--- src/rtl/z3_dma_master.sv ---
// ---------------------------------------------------------------------------
// z3_dma_master
//
// Zorro III bus-master sequencer for the NCR 53C710 DMA path. It requests
// the Zorro III bus when the 710 asks for it, hands the grant on to the 710,
// and turns each 710 bus cycle into one Zorro III master cycle. Each cycle
// ends with STERM_n (normal completion) or SCSI_BERR_n (Zorro bus error or
// no DTACK within TIMEOUT+1 clocks). BMASTER tells the slave-side decoder
// and the buffer control that this card owns the bus.
//
// Ports
//   CLK, RESET        design clock (rising edge); synchronous active-high reset
//   SBR / SBG         710 bus request (async) / bus grant to the 710
//   BR_n / BG_n       Zorro bus request / Zorro bus grant (async)
//   BMASTER           high while this card owns the Zorro bus
//   SCSI_AS_n         710 address strobe (only looked at while we own the bus)
//   SCSI_READ         710 direction, 1 = read
//   SCSI_SIZ, SCSI_A  710 transfer size and address bits [1:0]
//   LOCK              710 locked-cycle request; keeps ownership between cycles
//   FCS_n, DS_n       Zorro full cycle strobe and byte data strobes
//                     (DS_n[3] is byte offset 0, on D[31:24])
//   DOE, READ         Zorro data output enable and direction
//   ADDR_OE           drives the 710 address onto the Zorro bus
//   DTACK_n, BERR_n   Zorro target acknowledge / bus error (async)
//   STERM_n           one-clock synchronous termination to the 710
//   SCSI_BERR_n       one-clock bus-error termination to the 710
// ---------------------------------------------------------------------------
module z3_dma_master #(
    parameter int TIMEOUT     = 255,
    parameter int SYNC_STAGES = 2
) (
    input  logic       CLK,
    input  logic       RESET,
    input  logic       SBR,
    output logic       SBG,
    output logic       BR_n,
    input  logic       BG_n,
    output logic       BMASTER,
    input  logic       SCSI_AS_n,
    input  logic       SCSI_READ,
    input  logic [1:0] SCSI_SIZ,
    input  logic [1:0] SCSI_A,
    input  logic       LOCK,
    output logic       FCS_n,
    output logic [3:0] DS_n,
    output logic       DOE,
    output logic       READ,
    output logic       ADDR_OE,
    input  logic       DTACK_n,
    input  logic       BERR_n,
    output logic       STERM_n,
    output logic       SCSI_BERR_n
);

    typedef enum logic [2:0] {
        ST_IDLE    = 3'd0,
        ST_REQ     = 3'd1,
        ST_OWN     = 3'd2,
        ST_ADDR    = 3'd3,
        ST_DATA    = 3'd4,
        ST_TERM    = 3'd5,
        ST_FAULT   = 3'd6,
        ST_RELEASE = 3'd7
    } state_t;

    localparam logic [7:0] TIMEOUT_C = 8'(TIMEOUT);

    // Idle level of the synchronized bundle {SBR, BG_n, DTACK_n, BERR_n}:
    // no request, no grant, no acknowledge, no error.
    localparam logic [3:0] SYNC_IDLE_C = 4'b0111;

    // Lane mask for a transfer of the given size starting at byte offset
    // offs. Lanes past byte 3 are dropped, so a long at offset 2 only
    // strobes bytes 2 and 3. Active-low, DS_n[3] is byte 0.
    function automatic logic [3:0] lane_mask(input logic [1:0] siz,
                                             input logic [1:0] offs);
        logic [2:0] last;
        logic [3:0] ds_n;
        case (siz)
            2'b01:   last = {1'b0, offs};
            2'b10:   last = {1'b0, offs} + 3'd1;
            2'b11:   last = {1'b0, offs} + 3'd2;
            2'b00:   last = {1'b0, offs} + 3'd3;
            default: last = {1'b0, offs} + 3'd3;
        endcase
        ds_n[3] = !(offs == 2'd0);
        ds_n[2] = !((offs <= 2'd1) && (last >= 3'd1));
        ds_n[1] = !((offs <= 2'd2) && (last >= 3'd2));
        ds_n[0] = !(last >= 3'd3);
        return ds_n;
    endfunction

    logic [3:0] async_in_s;
    logic [3:0] sync_r [SYNC_STAGES];
    logic       sbr_sync_s;
    logic       bg_n_sync_s;
    logic       dtack_n_sync_s;
    logic       berr_n_sync_s;
    logic [3:0] lane_mask_s;

    state_t     state_r;
    logic       sbg_r;
    logic       br_n_r;
    logic       bmaster_r;
    logic       fcs_n_r;
    logic [3:0] ds_n_r;
    logic       doe_r;
    logic       read_r;
    logic       addr_oe_r;
    logic       sterm_n_r;
    logic       scsi_berr_n_r;
    logic [1:0] siz_r;
    logic [1:0] offs_r;
    logic [7:0] cnt_r;

    assign async_in_s     = {SBR, BG_n, DTACK_n, BERR_n};
    assign sbr_sync_s     = sync_r[SYNC_STAGES-1][3];
    assign bg_n_sync_s    = sync_r[SYNC_STAGES-1][2];
    assign dtack_n_sync_s = sync_r[SYNC_STAGES-1][1];
    assign berr_n_sync_s  = sync_r[SYNC_STAGES-1][0];

    // Synchronizer chain for all asynchronous inputs.
    always_ff @(posedge CLK) begin
        if (RESET) begin
            for (int i = 0; i < SYNC_STAGES; i++) begin
                sync_r[i] <= SYNC_IDLE_C;
            end
        end else begin
            sync_r[0] <= async_in_s;
            for (int i = 1; i < SYNC_STAGES; i++) begin
                sync_r[i] <= sync_r[i-1];
            end
        end
    end

    // Lane mask of the cycle latched at address strobe.
    always_comb begin
        lane_mask_s = lane_mask(siz_r, offs_r);
    end

    // Arbitration and master-cycle sequencer; every output is a register.
    always_ff @(posedge CLK) begin
        if (RESET) begin
            state_r       <= ST_IDLE;
            sbg_r         <= 1'b0;
            br_n_r        <= 1'b1;
            bmaster_r     <= 1'b0;
            fcs_n_r       <= 1'b1;
            ds_n_r        <= 4'hF;
            doe_r         <= 1'b0;
            read_r        <= 1'b1;
            addr_oe_r     <= 1'b0;
            sterm_n_r     <= 1'b1;
            scsi_berr_n_r <= 1'b1;
            siz_r         <= 2'b00;
            offs_r        <= 2'b00;
            cnt_r         <= 8'd0;
        end else begin
            // Terminations are single-clock pulses; TERM/FAULT override.
            sterm_n_r     <= 1'b1;
            scsi_berr_n_r <= 1'b1;
            case (state_r)
                ST_IDLE: begin
                    if (sbr_sync_s) begin
                        br_n_r  <= 1'b0;
                        state_r <= ST_REQ;
                    end else begin
                        state_r <= ST_IDLE;
                    end
                end
                ST_REQ: begin
                    // A grant that arrives with a withdrawn request is still
                    // taken; OWN then releases it cleanly.
                    if (!bg_n_sync_s) begin
                        bmaster_r <= 1'b1;
                        sbg_r     <= 1'b1;
                        br_n_r    <= 1'b1;
                        state_r   <= ST_OWN;
                    end else if (!sbr_sync_s) begin
                        br_n_r  <= 1'b1;
                        state_r <= ST_IDLE;
                    end else begin
                        state_r <= ST_REQ;
                    end
                end
                ST_OWN: begin
                    if (!SCSI_AS_n && bmaster_r) begin
                        read_r    <= SCSI_READ;
                        siz_r     <= SCSI_SIZ;
                        offs_r    <= SCSI_A;
                        addr_oe_r <= 1'b1;
                        state_r   <= ST_ADDR;
                    end else if (!sbr_sync_s && !LOCK) begin
                        state_r <= ST_RELEASE;
                    end else begin
                        state_r <= ST_OWN;
                    end
                end
                ST_ADDR: begin
                    fcs_n_r <= 1'b0;
                    state_r <= ST_DATA;
                end
                ST_DATA: begin
                    doe_r  <= 1'b1;
                    ds_n_r <= lane_mask_s;
                    cnt_r  <= cnt_r + 8'd1;
                    // Bus error outranks an acknowledge seen on the same clock.
                    if (!berr_n_sync_s || (cnt_r == TIMEOUT_C)) begin
                        state_r <= ST_FAULT;
                    end else if (!dtack_n_sync_s) begin
                        state_r <= ST_TERM;
                    end else begin
                        state_r <= ST_DATA;
                    end
                end
                ST_TERM: begin
                    sterm_n_r <= 1'b0;
                    fcs_n_r   <= 1'b1;
                    ds_n_r    <= 4'hF;
                    doe_r     <= 1'b0;
                    addr_oe_r <= 1'b0;
                    cnt_r     <= 8'd0;
                    state_r   <= ST_OWN;
                end
                ST_FAULT: begin
                    scsi_berr_n_r <= 1'b0;
                    fcs_n_r       <= 1'b1;
                    ds_n_r        <= 4'hF;
                    doe_r         <= 1'b0;
                    addr_oe_r     <= 1'b0;
                    cnt_r         <= 8'd0;
                    state_r       <= ST_OWN;
                end
                ST_RELEASE: begin
                    sbg_r     <= 1'b0;
                    bmaster_r <= 1'b0;
                    state_r   <= ST_IDLE;
                end
                default: begin
                    state_r <= ST_IDLE;
                end
            endcase
        end
    end

    assign SBG         = sbg_r;
    assign BR_n        = br_n_r;
    assign BMASTER     = bmaster_r;
    assign FCS_n       = fcs_n_r;
    assign DS_n        = ds_n_r;
    assign DOE         = doe_r;
    assign READ        = read_r;
    assign ADDR_OE     = addr_oe_r;
    assign STERM_n     = sterm_n_r;
    assign SCSI_BERR_n = scsi_berr_n_r;

endmodule

--- config.mk ---
export PLATFORM = sky130hd
export DESIGN_NAME = z3_dma_master
export DESIGN_NICKNAME = d
export VERILOG_FILES = /design/src/rtl/z3_dma_master.sv
export SDC_FILE = /design/constraint.sdc
export NUM_CORES = 1
export LEC_CHECK = 0
export CORE_ASPECT_RATIO = 2
export CORE_MARGIN = 1
export CORE_UTILIZATION = 27
export CTS_CLUSTER_SIZE = 20
export DETAILED_ROUTE_END_ITERATION = 10
export DONT_BUFFER_PORTS = 1
export GPL_TIMING_DRIVEN = 0
export PLACE_DENSITY_LB_ADDON = 0.08
export SLEW_MARGIN = 15
export SYNTH_ARGS = -nofsm -noshare
export SYNTH_HDL_FRONTEND = slang
export SYNTH_SLANG_ARGS = --single-unit
--- constraint.sdc ---
create_clock -name CLK -period 4.9 [get_ports CLK]
set_clock_uncertainty 0.05 [all_clocks]
set_input_delay 0.245 -clock CLK [delete_from_list [all_inputs] [get_ports CLK]]
set_output_delay 0.245 -clock CLK [all_outputs]
set_load 0.01 [all_outputs]
* Word level (Yosys, flattened, before mapping)
Memories as Yosys holds them, arrays and structs flattened. Index checks and enable logic that the tools add are counted.
Cells by class: add/subtract/negate cells 4, $mul 0, div/mod/pow operators 0, $lt $le $gt $ge 5, eq/ne operators 15, shift operators 0, mux-type cells 27, bitwise logic cells 2, reduce and logical (&&, ||, !) cells 26
Operator list (count):
- $pmux W3 S7 | 1
- $pmux W8 S2 | 1
- $eq A3 B3 Y1 const B | 4
- $mux W1 | 12
- $pmux W3 S4 | 1
- $pmux W1 S2 | 5
- $reduce_bool A2 Y1 | 5
- $add A8 B1 Y8 const B | 1
- $eq A8 B8 Y1 const B | 1
- $logic_not A1 Y1 | 8
- $mux W4 | 2
- $pmux W4 S2 | 1
- $add A2 B2 Y3 const B | 2
- $eq A3 B2 Y1 const B | 2
- $ge A3 B2 Y1 const B | 2
- $mux W3 | 2
- $ne A2 B2 Y1 const B | 3
- $reduce_and A2 Y1 | 3
- $eq A2 B2 Y1 const B | 2
- $logic_and A1 B1 Y1 | 4
- $logic_not A2 Y1 | 2
- $mux W2 | 2
- $add A2 B1 Y3 const B | 1
- $eq A3 B1 Y1 const B | 1
- other kinds (10) | 11
Storage, ports and cells: bits in registers 27, latch bits 0, memory bits (writable) 8, memory bits (read-only) 0, output and inout bits 13, logic and storage cells 93, memories 1
Memory list:
- sync_r | depth 2, bits a word 4, rd ports 2, clocked after Yosys merged registers in 0, wr ports 2, line 94 | logic [3:0] sync_r [SYNC_STAGES];

* Logic depth before layout (Yosys ltp)
Gate-level depths: netlist of run 1.
depth after elaboration 6, mapped depth 6, gate-level depth less buffers 5

* Least setup slack after synthesis of run 1
No wires, ideal clock.
path kind reg2reg, start register siz_r[0], end register ds_n_r[2] (netlist: DS_n[2]), setup time 0.070 ns, data arrival time 1.434 ns, path slack 3.346 ns, cell stages (with the launch flop) 6, path buffers 0, period minus slack after synthesis 1.554 ns, cells stage by stage dfxtp_1 > nor2_1 > fa_1 > nor3_1 > mux2i_1 > a21oi_1
On the way: word-level cells in the longest chain between the ends 6
RTL lines:
- start: declaration | line 112 | logic [1:0] siz_r;
- start signal: assignment | line 155 | siz_r <= 2'b00;
- start signal: assignment | line 189 | siz_r <= SCSI_SIZ;
- $eq A2 B2 Y1, or another cell as far along | line 79 | case (siz)
- $pmux W3 S4 (*) | line 79
- $ge A3 B1 Y1 (*) | line 87 | ds_n[2] = !((offs <= 2'd1) && (last >= 3'd1));
- $logic_and A1 B1 Y1 (*) | line 87
- $logic_not A1 Y1 (*) | line 87
- $pmux W4 S2 (*) | line 162 | case (state_r)
- end signal: assignment | line 205 | ds_n_r <= lane_mask_s;
- end: declaration | line 106 | logic [3:0] ds_n_r;
Every way passes the cells marked *; elsewhere a longest branch is shown, timed or not. A chain may end at the register's enable or synchronous reset.

* Worst setup path in the final report of run 1
start register offs_r[0], end register ds_n_r[2] (netlist: DS_n[2])
On the way: word-level cells in the longest chain between the ends 6
RTL lines:
- start: declaration | line 113 | logic [1:0] offs_r;
- start signal: assignment | line 156 | offs_r <= 2'b00;
- start signal: assignment | line 190 | offs_r <= SCSI_A;
- $add A2 B2 Y3, or another cell as far along
- $pmux W3 S4 | line 79
- $ge A3 B1 Y1 | line 87
- $logic_and A1 B1 Y1 (*) | line 87
- $logic_not A1 Y1 (*) | line 87
- $pmux W4 S2 (*) | line 162
Marked as above.

==> results by group, run 1 <==
Floorplanning
  – Initial Util: 0.280
  – Ports: 26
  – Core area: about 5400 µm²
  – Width of the die: about 55 µm
  – FP Rows: 38
  – Die Y: ~110 µm
  – Die area: between 5000 and 6000 µm²

Synthesis
  – Syn Nets: about 180
  – Post-synthesis sequential area ratio: 0.462
  – Cell Area, Synth: approximately 1500 µm²
  – Syn avg cell area: between 9 and 10 µm²
  – Mapped Cells: ~170
  – Synthesized flop and latch total: 35
  – Post-synth cell types: between 40 and 50
  – Synth top area share: 0.462
  – Top-count cell post-synth: dfxtp_1
  – Synth Warn #: 0
  – Most instantiated cells after synthesis: 35 x dfxtp_1, 16 x nor2_1, 13 x a21oi_1, 13 x nand2_1, 7 x mux2i_1
  – Top cell type by total area after synthesis: dfxtp_1
  – Post-synth EDFFs: 0
  – Main synth FF type: dfxtp_1
  – Top cells by area, synth: dfxtp_1 46%, mux2i_1 4.6%, a21oi_1 4.3%
  – Async SR Flop Fraction: 0

Timing
  – Final Hold Violating Endpoints: 0
  – Fin crit share: 0.359
  – Setup ws final: between 3 and 4 ns
  – RSZ-0062 raised after global routing: no
  – Final min period: about 1.8 ns
  – Max-slew violation count: 0
  – Final setup vio count: 0
  – Slew of the pin with the lowest slew margin: approximately 0.57 ns
  – Fmax: between 0.5 and 0.6 GHz
  – Rel. slew slack: 0.623
  – Setup Total Neg Slack: 0 ns

Routing
  – Post-route ant nets: 0
  – WL per Instance: roughly 15 µm
  – Drt drc: 0
  – DRT iter0 DRCs: 33
  – First-pass DRT Iterations: 4
  – WL final: ~3.6 mm
  – Detailed-route via count: between 1k and 1.5k
  – Via density: approximately 5.2

Clocking
  – Root buf cell: clkbuf_8
  – Hold_buf cts: 0
  – Worst-Skew Late Latency: 0.28 ns
  – Total setup buffers inserted after CTS: 0
  – Clock buffer depth: 2
  – Reg clk slew, reported paths: around 0.07 ns
  – CTS H-Tree Depth: 2
  – Num CTS Buffers: 5
  – CTS Sinks: 35
  – Post-CTS sizing: 0
  – CTS tree: built

Global routing
  – Remaining global-route overflow: 0
  – Initial antenna violation count: 0
  – Largest net degree at the start of global routing: 11
  – Vias in the first global route: between 1k and 1.5k
  – First-pass GRT wire length: 5.94 mm
  – Global Route Usage Sum: 0.143

Cells and area
  – Area Overhead vs Synth: 10.7%
  – Fin util: 0.310
  – Fraction of layout cells with a size suffix above 1: 0.133
  – Diode count: 0
  – Post-route insts no fill: approximately 230
  – Final #Nets: ~190

Pwr
  – Lkg Pwr: approximately 0.00063 µW
  – Overall power: ~530 µW
  – Max IR drop VDD: between 0.0002 and 0.00025 V
  – PwrDens: around 320 nW/µm²

Critical path
  – Required time of the critical path: approximately 5.1 ns
  – Critical path peak fanout: 7
  – Reg-to-reg slack, setup: roughly 3.1 ns
  – CP Capture Type: flop
  – Critical Path AT: a little under 2 ns
  – Kind of critical path: reg2reg
  – Startpoint types: flop

Run status
  – Outcome: completed

Job
  – Max-cap viol count: 0

Placed design
  – Dpl hpwl: 2.62 mm
  – Pre-CTS setup slack: 3.16 ns
  – Buffers on Ports: 0
  – Placed Instances: 226
  – RePlAce Congestion: roughly 0.75

Min path
  – HP Class: in2reg
## layout by cell type, fill, tap and decap left out, types with 2 or more instances in the layout
cell type	n
a21oi_1	13
a22oi_1	2
a41oi_1	2
and2_1	2
buf_2	3
buf_4	2
clkbuf_1	5
clkbuf_8	6
dfxtp_1	35
inv_1	4
mux2i_1	7
nand2_1	13
nand2b_1	3
nand3_1	4
nand4b_1	2
nor2_1	16
nor2b_1	5
nor3_1	6
o21ai_0	5
o21ai_1	4
o31a_1	2
or2_2	6
## worst max-delay path, stage by stage (launching register included)
cell and delay (ns):
dfxtp_1 0.51, fa_1 0.44, nor3_1 0.40, mux2i_1 0.15, a21oi_1 0.14
## where the power goes
group,internal (µW),total [µW],leakage [µW],switching (µW)
Combinational,9.68,24.8,0.000299,15.1
Sequential,290,295,0.000285,4.37
Clock,110,213,0.0000470,103
## through the flow
step,cell area [µm²],hold slack [ns]
2_1_floorplan,1520,0.299
3_3_place_gp,1590,0.301
3_5_place_dp,1590,0.301
4_1_cts,1680,0.00192
5_1_grt,1680,0.000498
6_report,1680,0.00751
## flip-flops by register name, summed over array words and instances, names as in the netlist
name and cells:
FCS_n 1, sync_r 8, state_r 3, ADDR_OE 1
siz_r 2, cnt_r 8, DS_n 4, offs_r 2
BR_n 1, DOE 1, READ 1, STERM_n 1
SCSI_BERR_n 1, BMASTER 1
## final cells by class
| cell class | instances | area, µm² |
|---|---|---|
| fillers | 610 | 3740 |
| multi-input cells | 116 | 739 |
| flip-flops and latches | 35 | 701 |
| clock buffers | 6 | 82.6 |
| well taps | 60 | 75.1 |
| plain buffers | 11 | 60.1 |
| inverters | 4 | 15.0 |
| clock inverters | 1 | 5.00 |
## final timing paths
check,from,end,depth (start not counted)
worst max-delay path,offs_r[0]$_SDFFE_PP0P_,DS_n[2]$_SDFFE_PP1P_,4
worst min register to register,sync_r[0][1]$_SDFF_PP1_,sync_r[0][5]$_SDFF_PP1_,1
worst min-delay path,BERR_n,sync_r[0][0]$_SDFF_PP1_,1
worst max register to register,offs_r[0]$_SDFFE_PP0P_,DS_n[2]$_SDFFE_PP1P_,4
## logic make-up (layout without fill, tap and decap cells)
group / Yosys count / count (layout) / synth area share
compound gates: 40 / 40 / 0.176
xor+xnor: 1 / 1 / 0.00578
buf+inv: 15 / 22 / 0.0495
simple gates: 66 / 66 / 0.239
flops: 35 / 35 / 0.462
mux: 7 / 7 / 0.0462
fa+ha+maj: 2 / 2 / 0.0215
## routing by layer
metal / up-vias / GRT usage / wire length, µm
li1: 597 / - / -
met1: 588 / 0.155 / 1380
met2: 28 / 0.241 / 2010
met3: 7 / 0.0338 / 125
met4: 0 / 0.0786 / 104
met5: - / 0 / 0
Power figures use the tool's default switching activity.
==> run 2: changes to the inputs <==
==> constraint.sdc (replaced) <==
create_clock -name CLK -period 1.7 [get_ports CLK]
set_clock_uncertainty 0.05 [all_clocks]
set_input_delay 0.085 -clock CLK [delete_from_list [all_inputs] [get_ports CLK]]
set_output_delay 0.085 -clock CLK [all_outputs]
set_load 0.01 [all_outputs]
==> results by group, run 2 (synthesis gave the netlist of run 1 again) <==
Timing
  – RSZ-0062 raised after global routing: yes
  – Setup Total Neg Slack: 0 ns (unchanged)
  – Final setup vio count: 0 (unchanged)
  – Final Hold Violating Endpoints: 0 (unchanged)
  – Final min period: 1.60 ns (-0.156 ns)
  – Fmax: 0.624 GHz (+9.8%)
  – Slew of the pin with the lowest slew margin: 0.574 ns (+0.00872 ns)
  – Fin crit share: 0.943 (+0.584)
  – Rel. slew slack: 0.617 (-0.00582)
  – Max-slew violation count: 0 (unchanged)

Cells and area
  – Fraction of layout cells with a size suffix above 1: 0.143 (+0.00991)
  – Post-route insts no fill: 242 (+3.9%)
  – Commonest cells after routing, fill and taps aside: 33 x dfxtp_1, 16 x nor2_1, 13 x nand2_1, 13 x a21oi_1, 9 x dlygate4sd3_1
  – Final #Nets: 197 (+4.8%)
  – Diode count: 0 (unchanged)
  – Finished Cell Area: 1780 µm² (+6.2%)
  – Commonest non-fill, non-tap cell in the layout: dfxtp_1
  – Area Overhead vs Synth: 17.6%
  – Fin util: 0.329 (+0.0192)
  – FILL cells: 600 (-1.6%)

Floorplanning
  – Width of the die: 55.0 µm (unchanged)
  – Initial Util: 0.280 (unchanged)
  – Core area: 5420 µm² (unchanged)
  – Die area: 5930 µm² (unchanged)
  – Die Y: 108 µm (unchanged)
  – Ports: 26 (unchanged)
  – FP Rows: 38 (unchanged)

Job
  – Max-cap viol count: 0 (unchanged)

Placed design
  – Placed Instances: 226 (unchanged)
  – DP Area: 1590 µm² (unchanged)
  – RePlAce Congestion: 0.747 (unchanged)
  – Dpl hpwl: 2.62 mm (unchanged)
  – Buffers on Ports: 0 (unchanged)

Critical path
  – Startpoint types: flop
  – Kind of critical path: reg2reg
  – Required time of the critical path: 1.87 ns (-3.20 ns)
  – CP Capture Type: flop
  – Critical Path AT: 1.77 ns (-0.16 ns)
  – Critical path peak fanout: 6 (-1)

Routing
  – WL final: 3.68 mm (+1.9%)
  – Via density: 5.08 (-3.0%)
  – Post-route ant nets: 0 (unchanged)
  – WL per Instance: 15.2 µm (-1.9%)
  – DRT iter0 DRCs: 26 (-21%)
  – Drt drc: 0 (unchanged)
  – First-pass DRT Iterations: 4 (unchanged)
  – Detailed-route via count: 1229 (+0.74%)

Global routing
  – Remaining global-route overflow: 0 (unchanged)
  – Largest net degree at the start of global routing: 11 (unchanged)
  – Initial antenna violation count: 0 (unchanged)
  – Vias in the first global route: 1208 (+2.4%)
  – First-pass GRT wire length: 6.04 mm (+1.6%)
  – Global Route Usage Sum: 0.146 (+0.00299)

Pwr
  – Lkg Pwr: 0.000668 µW (+5.9%)
  – Max IR drop VDD: 0.000630 V (+200%)
  – PwrDens: 870 nW/µm² (+170%)
  – Overall power: 1550 µW (+190%)

Clocking
  – CTS H-Tree Depth: 2 (unchanged)
  – Num CTS Buffers: 5 (unchanged)
  – Clock buffer depth: 2 (unchanged)
  – CTS Sinks: 35 (unchanged)
  – Reg clk slew, reported paths: 0.07 ns (about the same)
  – Root buf cell: clkbuf_8
  – Worst-Skew Late Latency: 0.28 ns (about the same)
  – Total setup buffers inserted after CTS: 0 (unchanged)
  – CTS tree: built

Min path
  – HP Class: in2reg

Run status
  – Outcome: completed
-- run 2: metal layers --
metal / vias up / GRT usage / share of wire
met1: 585 / 0.154 / 0.38
li1: 613 / - / -
met5: - / 0 / 0
met4: 0 / 0.0786 / 0.029
met2: 24 / 0.251 / 0.56
met3: 7 / 0.0338 / 0.027
-- run 2: worst max-delay path, cell delays in order (launching register included) --
cell	delay [ns]
dfxtp_1	0.42
nor2_1	0.08
fa_1	0.44
nor3_2	0.28
mux2i_1	0.13
a21oi_1	0.14
-- run 2: what timing repair did --
action	in CTS	in global routing
hold buffers	9	0
endpoints found under the hold margin	9	0
setup endpoints to repair	1	2
resized for setup	1	3
-- run 2: per-stage QoR --
step / hold slack [ns] / worst slack [ns]
after global routing: 0.167 / -0.0138
after floorplan: 0.139 / 0.146
after CTS: 0.118 / 0.0755
after detailed placement: 0.141 / -0.0416
final: 0.121 / 0.0966
after global placement: 0.141 / 0.0183
-- run 2: final timing paths --
check | from | endpoint | slack, ns | depth (start not counted)
setup reg to reg | siz_r[0]$_SDFFE_PP0P_ | DS_n[2]$_SDFFE_PP1P_ | 0.1 | 5
setup / recovery | siz_r[0]$_SDFFE_PP0P_ | DS_n[2]$_SDFFE_PP1P_ | 0.1 | 5
hold reg to reg | sync_r[0][1]$_SDFF_PP1_ | sync_r[0][5]$_SDFF_PP1_ | 0.36 | 1
hold / removal | LOCK | state_r[2]$_SDFF_PP0_ | 0.12 | 4
-- run 2: area by class of cell --
type	count	area, µm²	area share
Inverter	4	15.0	0.00843
Buffer	11	60.1	0.0337
Sequential cell	35	703	0.395
Clock inverter	1	5.00	0.00281
Timing Repair Buffer	9	90.1	0.0506
Clock buffer	6	82.6	0.0463
Multi-Input combinational cell	116	751	0.421
Tap cell	60	75.1	0.0421
-- run 2: report_power, final --
group | internal [µW] | leakage (µW) | switching, µW
sequential | 836 | 0.000286 | 12.9
clock | 318 | 0.0000470 | 295
combinational | 41.6 | 0.000335 | 46.2
total | 1200 | 0.000668 | 354
